==> src/rtl/cpu_types_pkg.sv <==
// Shared datapath word types for the instruction-side memory hierarchy.
package cpu_types_pkg;
  localparam int WORD_W  = 32;
  localparam int IBYTE_W = 2;
  typedef logic [WORD_W-1:0] word_t;
endpackage

==> src/rtl/icache_way.sv <==
// One cache way across all sets: valid/tag/data storage, combinational match and read, word-write fill port.
// Read is zero-latency; writes land at the next edge; no backpressure (the owner sequences fills).
module icache_way
  import cpu_types_pkg::*;
#(
  parameter int SETS     = 8,
  parameter int BLKWORDS = 2,
  parameter int TAG_W    = 26,
  parameter int IW       = 3,
  parameter int OW       = 1
) (
  input  logic             CLK,
  input  logic             nRST,
  input  logic [IW-1:0]    rdidx,
  input  logic [TAG_W-1:0] rdtag,
  input  logic [OW-1:0]    rdoff,
  output logic             valid,
  output logic             match,
  output word_t            rdword,
  input  logic             wen,
  input  logic [IW-1:0]    widx,
  input  logic [OW-1:0]    woff,
  input  word_t            wdata,
  input  logic             commit,
  input  logic [TAG_W-1:0] wtag,
  input  logic             flush
);
  logic [SETS-1:0]  vbits;
  logic [TAG_W-1:0] tags [SETS];
  word_t            data [SETS][BLKWORDS];

  // Flush wins over a completing fill so an aborted block never turns valid.
  always_ff @(posedge CLK or negedge nRST) begin
    if (!nRST) begin
      vbits <= '0;
    end else if (flush) begin
      vbits <= '0;
    end else if (commit) begin
      vbits[widx] <= 1'b1;
    end
  end

  always_ff @(posedge CLK) begin
    if (wen) data[widx][woff] <= wdata;
    if (commit) tags[widx] <= wtag;
  end

  assign valid  = vbits[rdidx];
  assign match  = valid && (tags[rdidx] == rdtag);
  assign rdword = data[rdidx][rdoff];
endmodule

==> src/rtl/icache_assoc.sv <==
// Set-associative icache with round-robin replacement, multi-word fill, flush and hit/miss counters.
// Hits are same-cycle; a miss holds iREN through BLKWORDS accepted words, each stalled by iwait.
module icache_assoc
  import cpu_types_pkg::*;
#(
  parameter int SETS     = 8,
  parameter int WAYS     = 2,
  parameter int BLKWORDS = 2
) (
  input  logic  CLK,
  input  logic  nRST,
  input  logic  imemREN,
  input  word_t imemaddr,
  output logic  ihit,
  output word_t imemload,
  input  logic  iflush,
  output logic  iREN,
  output word_t iaddr,
  input  logic  iwait,
  input  word_t iload,
  output word_t hit_count,
  output word_t miss_count
);
  localparam int IW    = $clog2(SETS);
  localparam int OB    = $clog2(BLKWORDS);
  localparam int OW    = (OB > 0) ? OB : 1;
  localparam int WB    = $clog2(WAYS);
  localparam int WW    = (WB > 0) ? WB : 1;
  localparam int TAG_W = WORD_W - IBYTE_W - OB - IW;

  typedef enum logic {IDLE, FILL} state_t;
  typedef struct packed {
    logic [TAG_W-1:0] tag;
    logic [IW-1:0]    idx;
  } frame_t;

  state_t           state;
  frame_t           blk;
  logic [WW-1:0]    victim;
  logic             from_ptr;
  logic [OW-1:0]    cnt;
  logic [WW-1:0]    ptr [SETS];
  word_t            hit_cnt, miss_cnt;

  logic [TAG_W-1:0] rtag;
  logic [IW-1:0]    ridx;
  logic [OW-1:0]    roff;
  logic [WAYS-1:0]  hitv, vldv;
  word_t            rword [WAYS];
  word_t            hitword;
  logic             anyhit, miss, accept, last;
  logic [WW-1:0]    vict_sel;
  logic             vict_free;
  logic             unused_bits;

  assign rtag        = imemaddr[WORD_W-1 -: TAG_W];
  assign ridx        = imemaddr[IBYTE_W+OB +: IW];
  assign unused_bits = ^imemaddr[IBYTE_W-1:0];

  generate
    if (OB > 0) begin : g_off
      assign roff = imemaddr[IBYTE_W +: OW];
    end else begin : g_nooff
      assign roff = '0;
    end
  endgenerate

  generate
    for (genvar w = 0; w < WAYS; w++) begin : g_way
      icache_way #(
        .SETS(SETS), .BLKWORDS(BLKWORDS), .TAG_W(TAG_W), .IW(IW), .OW(OW)
      ) u_way (
        .CLK   (CLK),
        .nRST  (nRST),
        .rdidx (ridx),
        .rdtag (rtag),
        .rdoff (roff),
        .valid (vldv[w]),
        .match (hitv[w]),
        .rdword(rword[w]),
        .wen   (accept && (victim == WW'(w))),
        .widx  (blk.idx),
        .woff  (cnt),
        .wdata (iload),
        .commit(last && (victim == WW'(w))),
        .wtag  (blk.tag),
        .flush (iflush)
      );
    end
  endgenerate

  always_comb begin
    hitword   = '0;
    vict_sel  = ptr[ridx];
    vict_free = 1'b0;
    for (int w = 0; w < WAYS; w++) begin
      if (hitv[w]) hitword = hitword | rword[w];
    end
    // Descending scan leaves the lowest-numbered invalid way selected.
    for (int w = WAYS - 1; w >= 0; w--) begin
      if (!vldv[w]) begin
        vict_sel  = WW'(w);
        vict_free = 1'b1;
      end
    end
  end

  assign anyhit   = |hitv;
  assign ihit     = imemREN && (state == IDLE) && !iflush && anyhit;
  assign miss     = imemREN && (state == IDLE) && !iflush && !anyhit;
  assign imemload = ihit ? hitword : '0;
  assign accept   = (state == FILL) && !iwait && !iflush;
  assign last     = accept && (cnt == OW'(BLKWORDS - 1));

  assign iREN       = (state == FILL);
  assign iaddr      = (state == FILL) ? ((word_t'(blk) << (IBYTE_W + OB)) | (word_t'(cnt) << IBYTE_W)) : '0;
  assign hit_count  = hit_cnt;
  assign miss_count = miss_cnt;

  always_ff @(posedge CLK or negedge nRST) begin
    if (!nRST) begin
      state    <= IDLE;
      blk      <= '0;
      victim   <= '0;
      from_ptr <= 1'b0;
      cnt      <= '0;
      hit_cnt  <= '0;
      miss_cnt <= '0;
      for (int s = 0; s < SETS; s++) ptr[s] <= '0;
    end else begin
      if (ihit && (hit_cnt != '1)) hit_cnt <= hit_cnt + 1'b1;
      if (miss && (miss_cnt != '1)) miss_cnt <= miss_cnt + 1'b1;
      case (state)
        IDLE: begin
          if (miss) begin
            blk      <= '{tag: rtag, idx: ridx};
            victim   <= vict_sel;
            from_ptr <= !vict_free;
            cnt      <= '0;
            state    <= FILL;
          end
        end
        FILL: begin
          if (iflush) begin
            state <= IDLE;
          end else if (!iwait) begin
            cnt <= cnt + 1'b1;
            if (last) begin
              state <= IDLE;
              if (from_ptr) begin
                ptr[blk.idx] <= (ptr[blk.idx] == WW'(WAYS - 1)) ? '0 : ptr[blk.idx] + 1'b1;
              end
            end
          end
        end
        default: state <= IDLE;
      endcase
      if (iflush) begin
        for (int s = 0; s < SETS; s++) ptr[s] <= '0;
      end
    end
  end
endmodule

==> config.mk <==
export PLATFORM = sky130hd
export DESIGN_NAME = icache_assoc
export DESIGN_NICKNAME = d
export VERILOG_FILES = /design/src/rtl/cpu_types_pkg.sv /design/src/rtl/icache_way.sv /design/src/rtl/icache_assoc.sv
export SDC_FILE = /design/constraint.sdc
export NUM_CORES = 2
export LEC_CHECK = 0
export BUFFER_PORTS_ARGS = -buffer_cell sky130_fd_sc_hd__buf_2
export CAP_MARGIN = 15
export CORE_AREA = 2 2 322 324
export DETAILED_ROUTE_END_ITERATION = 12
export DIE_AREA = 0 0 324 326
export GPL_ROUTABILITY_DRIVEN = 0
export GPL_TIMING_DRIVEN = 0
export HOLD_SLACK_MARGIN = 0.05
export PLACE_DENSITY = 0.77
export SLEW_MARGIN = 20
export SYNTH_ARGS = -nofsm -noshare
export SYNTH_HDL_FRONTEND = slang
export SYNTH_SLANG_ARGS = --single-unit
==> constraint.sdc <==
create_clock -name CLK -period 4.3 [get_ports CLK]
set_input_delay 0.215 -clock CLK [delete_from_list [all_inputs] [get_ports CLK]]
set_output_delay 0.215 -clock CLK [all_outputs]
set_load 0.01 [all_outputs]
==> impl_metrics.yaml <==
setup_path:
  rrSetupSlack_ns: 0.02
  crit_type: "reg2out"
  worstSetupEndpoint: "imemload[26]"
  r2r-start: "g_way[1].u_way.tags[6][0]"
  path_max_fanout: 10
  crit_arrival_ns: 4.15
  worstSetupStartpointType: "register"
  r2r_end: "blk[21]"
  worstRegToRegCells: 13
  cp-end-kind: "output port"
  startpoint: "g_way[1].u_way.tags[6][0]"
  cp.required_ns: 4.09
pwr:
  p_seq_share_pct: 54.1
  clock_power_share_pct: 39.7
  power_density_mw_per_mm2: 446.0
  internal_power_mw: 24.95
  combPwrFrac_pct: 6.2
  sw_frac_of_total_pct: 22.27
  switching_power_mw: 7.146
  p_leak_nw: 24.06
  ir_drop_mv: 0.4013
cells_and_area:
  n_fill_cell: 5792
  area_growth_pct: 17.87
  layout-drive-gt1-share_pct: 33.18
  finish.utilization_pct: 70.12
  final_nets: 3403
floorplanning:
  coreArea_mm2: 0.1026
  num_rows: 118
  die_x_um: 324
  die-height_um: 326
  ios: 199
  initial_utilization_pct: 59.49
  dieArea_mm2: 0.1056
hold_path:
  hp-class: "in2reg"
yosys:
  synth_area_leader_cell: "edfxtp_1"
  syn_area_mm2: 0.06104
  syn_area_per_cell_um2: 21.40
  yosys_warnings: 0
  ys.flop_type: "edfxtp_1"
  synth_common_cells: "1,440 x edfxtp_1, 394 x mux4_2, 121 x dfrtp_1"
  async_reset_ff_share_pct: 7.751
  ys_ff_latch: 1561
  ys_types: 51
  seq_area_frac_synth_pct: 75.80
  netlist_instances: 2852
  yosysMostFrequentCell: "edfxtp_1"
  synth_edf_count: 1440
  synth_area_leaders: "edfxtp_1 71%, mux4_2 15%, dfrtp_1 5.0%"
  synth_top_area_share_pct: 70.84
timing:
  fin_crit_ns: 4.367
  timing.slew.headroom_pct: 15.92
  slew_violations: 0
  worst_clock_skew_ns: 0.03513
  setup_tns_ns: -0.3872
  finalSetupViolations: 16
  fin_crit_sh_pct: 101.6
  final.setup.worst_slack_ns: -0.06695
  hold_violations: 0
  fmax_mhz: 229.0
  worst_slew_pin_slew_ns: 1.261
  fin_hold_ws_ns: 0.3207
global_routing:
  grt_usage_pct: 32.33
  antenna_found_initial: 5
  grt_pass1_wl_um: 238500
  grt_pass1_vias: 33867
  grt_max_degree: 97
  overflow: 0
detailed_routing:
  drc: 0
  dr.pass1.iters: 6
  wl_um: 168600
  wl_per_cell_um: 34.88
  viasPerCell: 6.799
  vias: 32871
  detail-route-antenna-nets: 0
  drt_iter0_markers: 5088
clocking:
  clk_pin_slew_worst_paths_ns: 0.06
  cts_buffer_depth: 3
  clk_latency_ns: 0.75
  htree_levels: 4
  cts_sinks: 1561
  cts_buffers: 151
  cts_tree: "yes"
  clockRootBuffer: "clkbuf_16"
run:
  drv_cap: 0
status:
  status: "finished, violations left"
  failed_checks: "negative setup slack"
place:
  io_buffers: 192
  post-place-ws_ns: -1.474
  dp_hpwl_um: 102500
-- through the flow --
stage	power [mW]	instances	area, µm²
2_1_floorplan	18.56	2853	61050
5_1_grt	32.78	4834	71950
3_5_place_dp	19.49	4491	65750
3_3_place_gp	19.29	4425	63730
4_1_cts	32.09	4830	71730
6_report	32.09	4835	71950
-- layer usage --
layer	vias up	part of all wire, %	track usage [%]
li1	12684	-	-
met1	17023	33	41.75
met2	2636	50	52.27
met3	526	12	7.840
met4	2	4.8	15.36
met5	-	0.0071	0
-- power by group through the flow --
stage	sequential, mW	combinational, mW	clock [mW]
after floorplan	17.5	1.02	0
after global placement	17.6	1.67	0
after detailed placement	17.7	1.83	0
after CTS	17.4	1.95	12.8
after global routing	17.4	2.07	13.3
final	17.4	1.99	12.7
-- state kept, by name, indices dropped and copies added, names as in the netlist, 8 cells and up --
signal,count
blk,29
g_way.u_way.tags,416
ptr,8
g_way.u_way.vbits,16
hit_count,32
g_way.u_way.data,1024
miss_count,32
-- cells in the final DEF, fill, tap and decap left out, types with 37 or more instances in the layout --
| master | instances |
|---|---|
| and2_1 | 38 |
| buf_16 | 43 |
| buf_2 | 201 |
| clkbuf_1 | 80 |
| clkbuf_16 | 155 |
| dfrtp_1 | 121 |
| dlygate4sd3_1 | 63 |
| edfxtp_1 | 1440 |
| mux2_2 | 59 |
| mux2i_1 | 83 |
| mux4_2 | 394 |
| nand2_1 | 43 |
| nand2b_1 | 46 |
| nand3_1 | 37 |
| nor2_1 | 60 |
| nor2_4 | 48 |
| xor2_1 | 74 |
-- kinds of logic after synthesis --
| kind of cell | after synthesis | share of synthesized area, % |
|---|---|---|
| AOI/OAI and AO/OA | 88 | 0.9818 |
| other | 1 | 0.006143 |
| muxes | 539 | 17.03 |
| DFF | 1561 | 75.80 |
| xor gates and xnor gates | 112 | 1.607 |
| adders and majority gates | 2 | 0.04099 |
| buffers and inverters | 155 | 1.179 |
| and+or+nand+nor | 394 | 3.353 |
-- timing repair --
action / CTS / global route
endpoints found under the hold margin: 1178 / 0
hold buffers: 64 / 0
setup buffers: 6 / 1
resized for setup: 155 / 34
setup endpoints to repair: 121 / 33
pin swaps: 21 / 18
-- critical path: stages, from the launching register on --
cell,delay [ns]
edfxtp_1,0.37
mux4_2,0.51
mux2i_4,0.23
xor2_4,0.31
nand4_1,0.35
nor4_4,0.45
nand4_4,0.15
buf_12,0.21
clkbuf_8,0.18
nand2b_1,0.22
a21oi_4,0.24
buf_2,0.19
-- final cells by class --
cell class | count | area (µm²) | share of cell area (%)
timing repair buffer | 329 | 3438 | 4.779
multi-input combinational | 1137 | 14960 | 20.79
antenna | 4 | 10.01 | 0.01391
buffer | 143 | 850.8 | 1.182
tap | 1380 | 1727 | 2.400
clock inverter | 61 | 467.9 | 0.6504
inverter | 9 | 33.78 | 0.04695
clock buffer | 211 | 4199 | 5.836
sequential | 1561 | 46270 | 64.31
-- worst min-delay path by stage --
stage,from,end,slack (ns),cells after the start
CTS,imemaddr[27],blk[24],0.27,3
global route,imemaddr[21],blk[18],0.32,3
detailed placement,nRST,blk[20],0.11,1
finish,imemaddr[21],blk[18],0.32,3
floorplan,nRST,blk[0],-0.08,0
global placement,from_ptr,from_ptr,0.46,2
(Power assumes the default switching activity.)
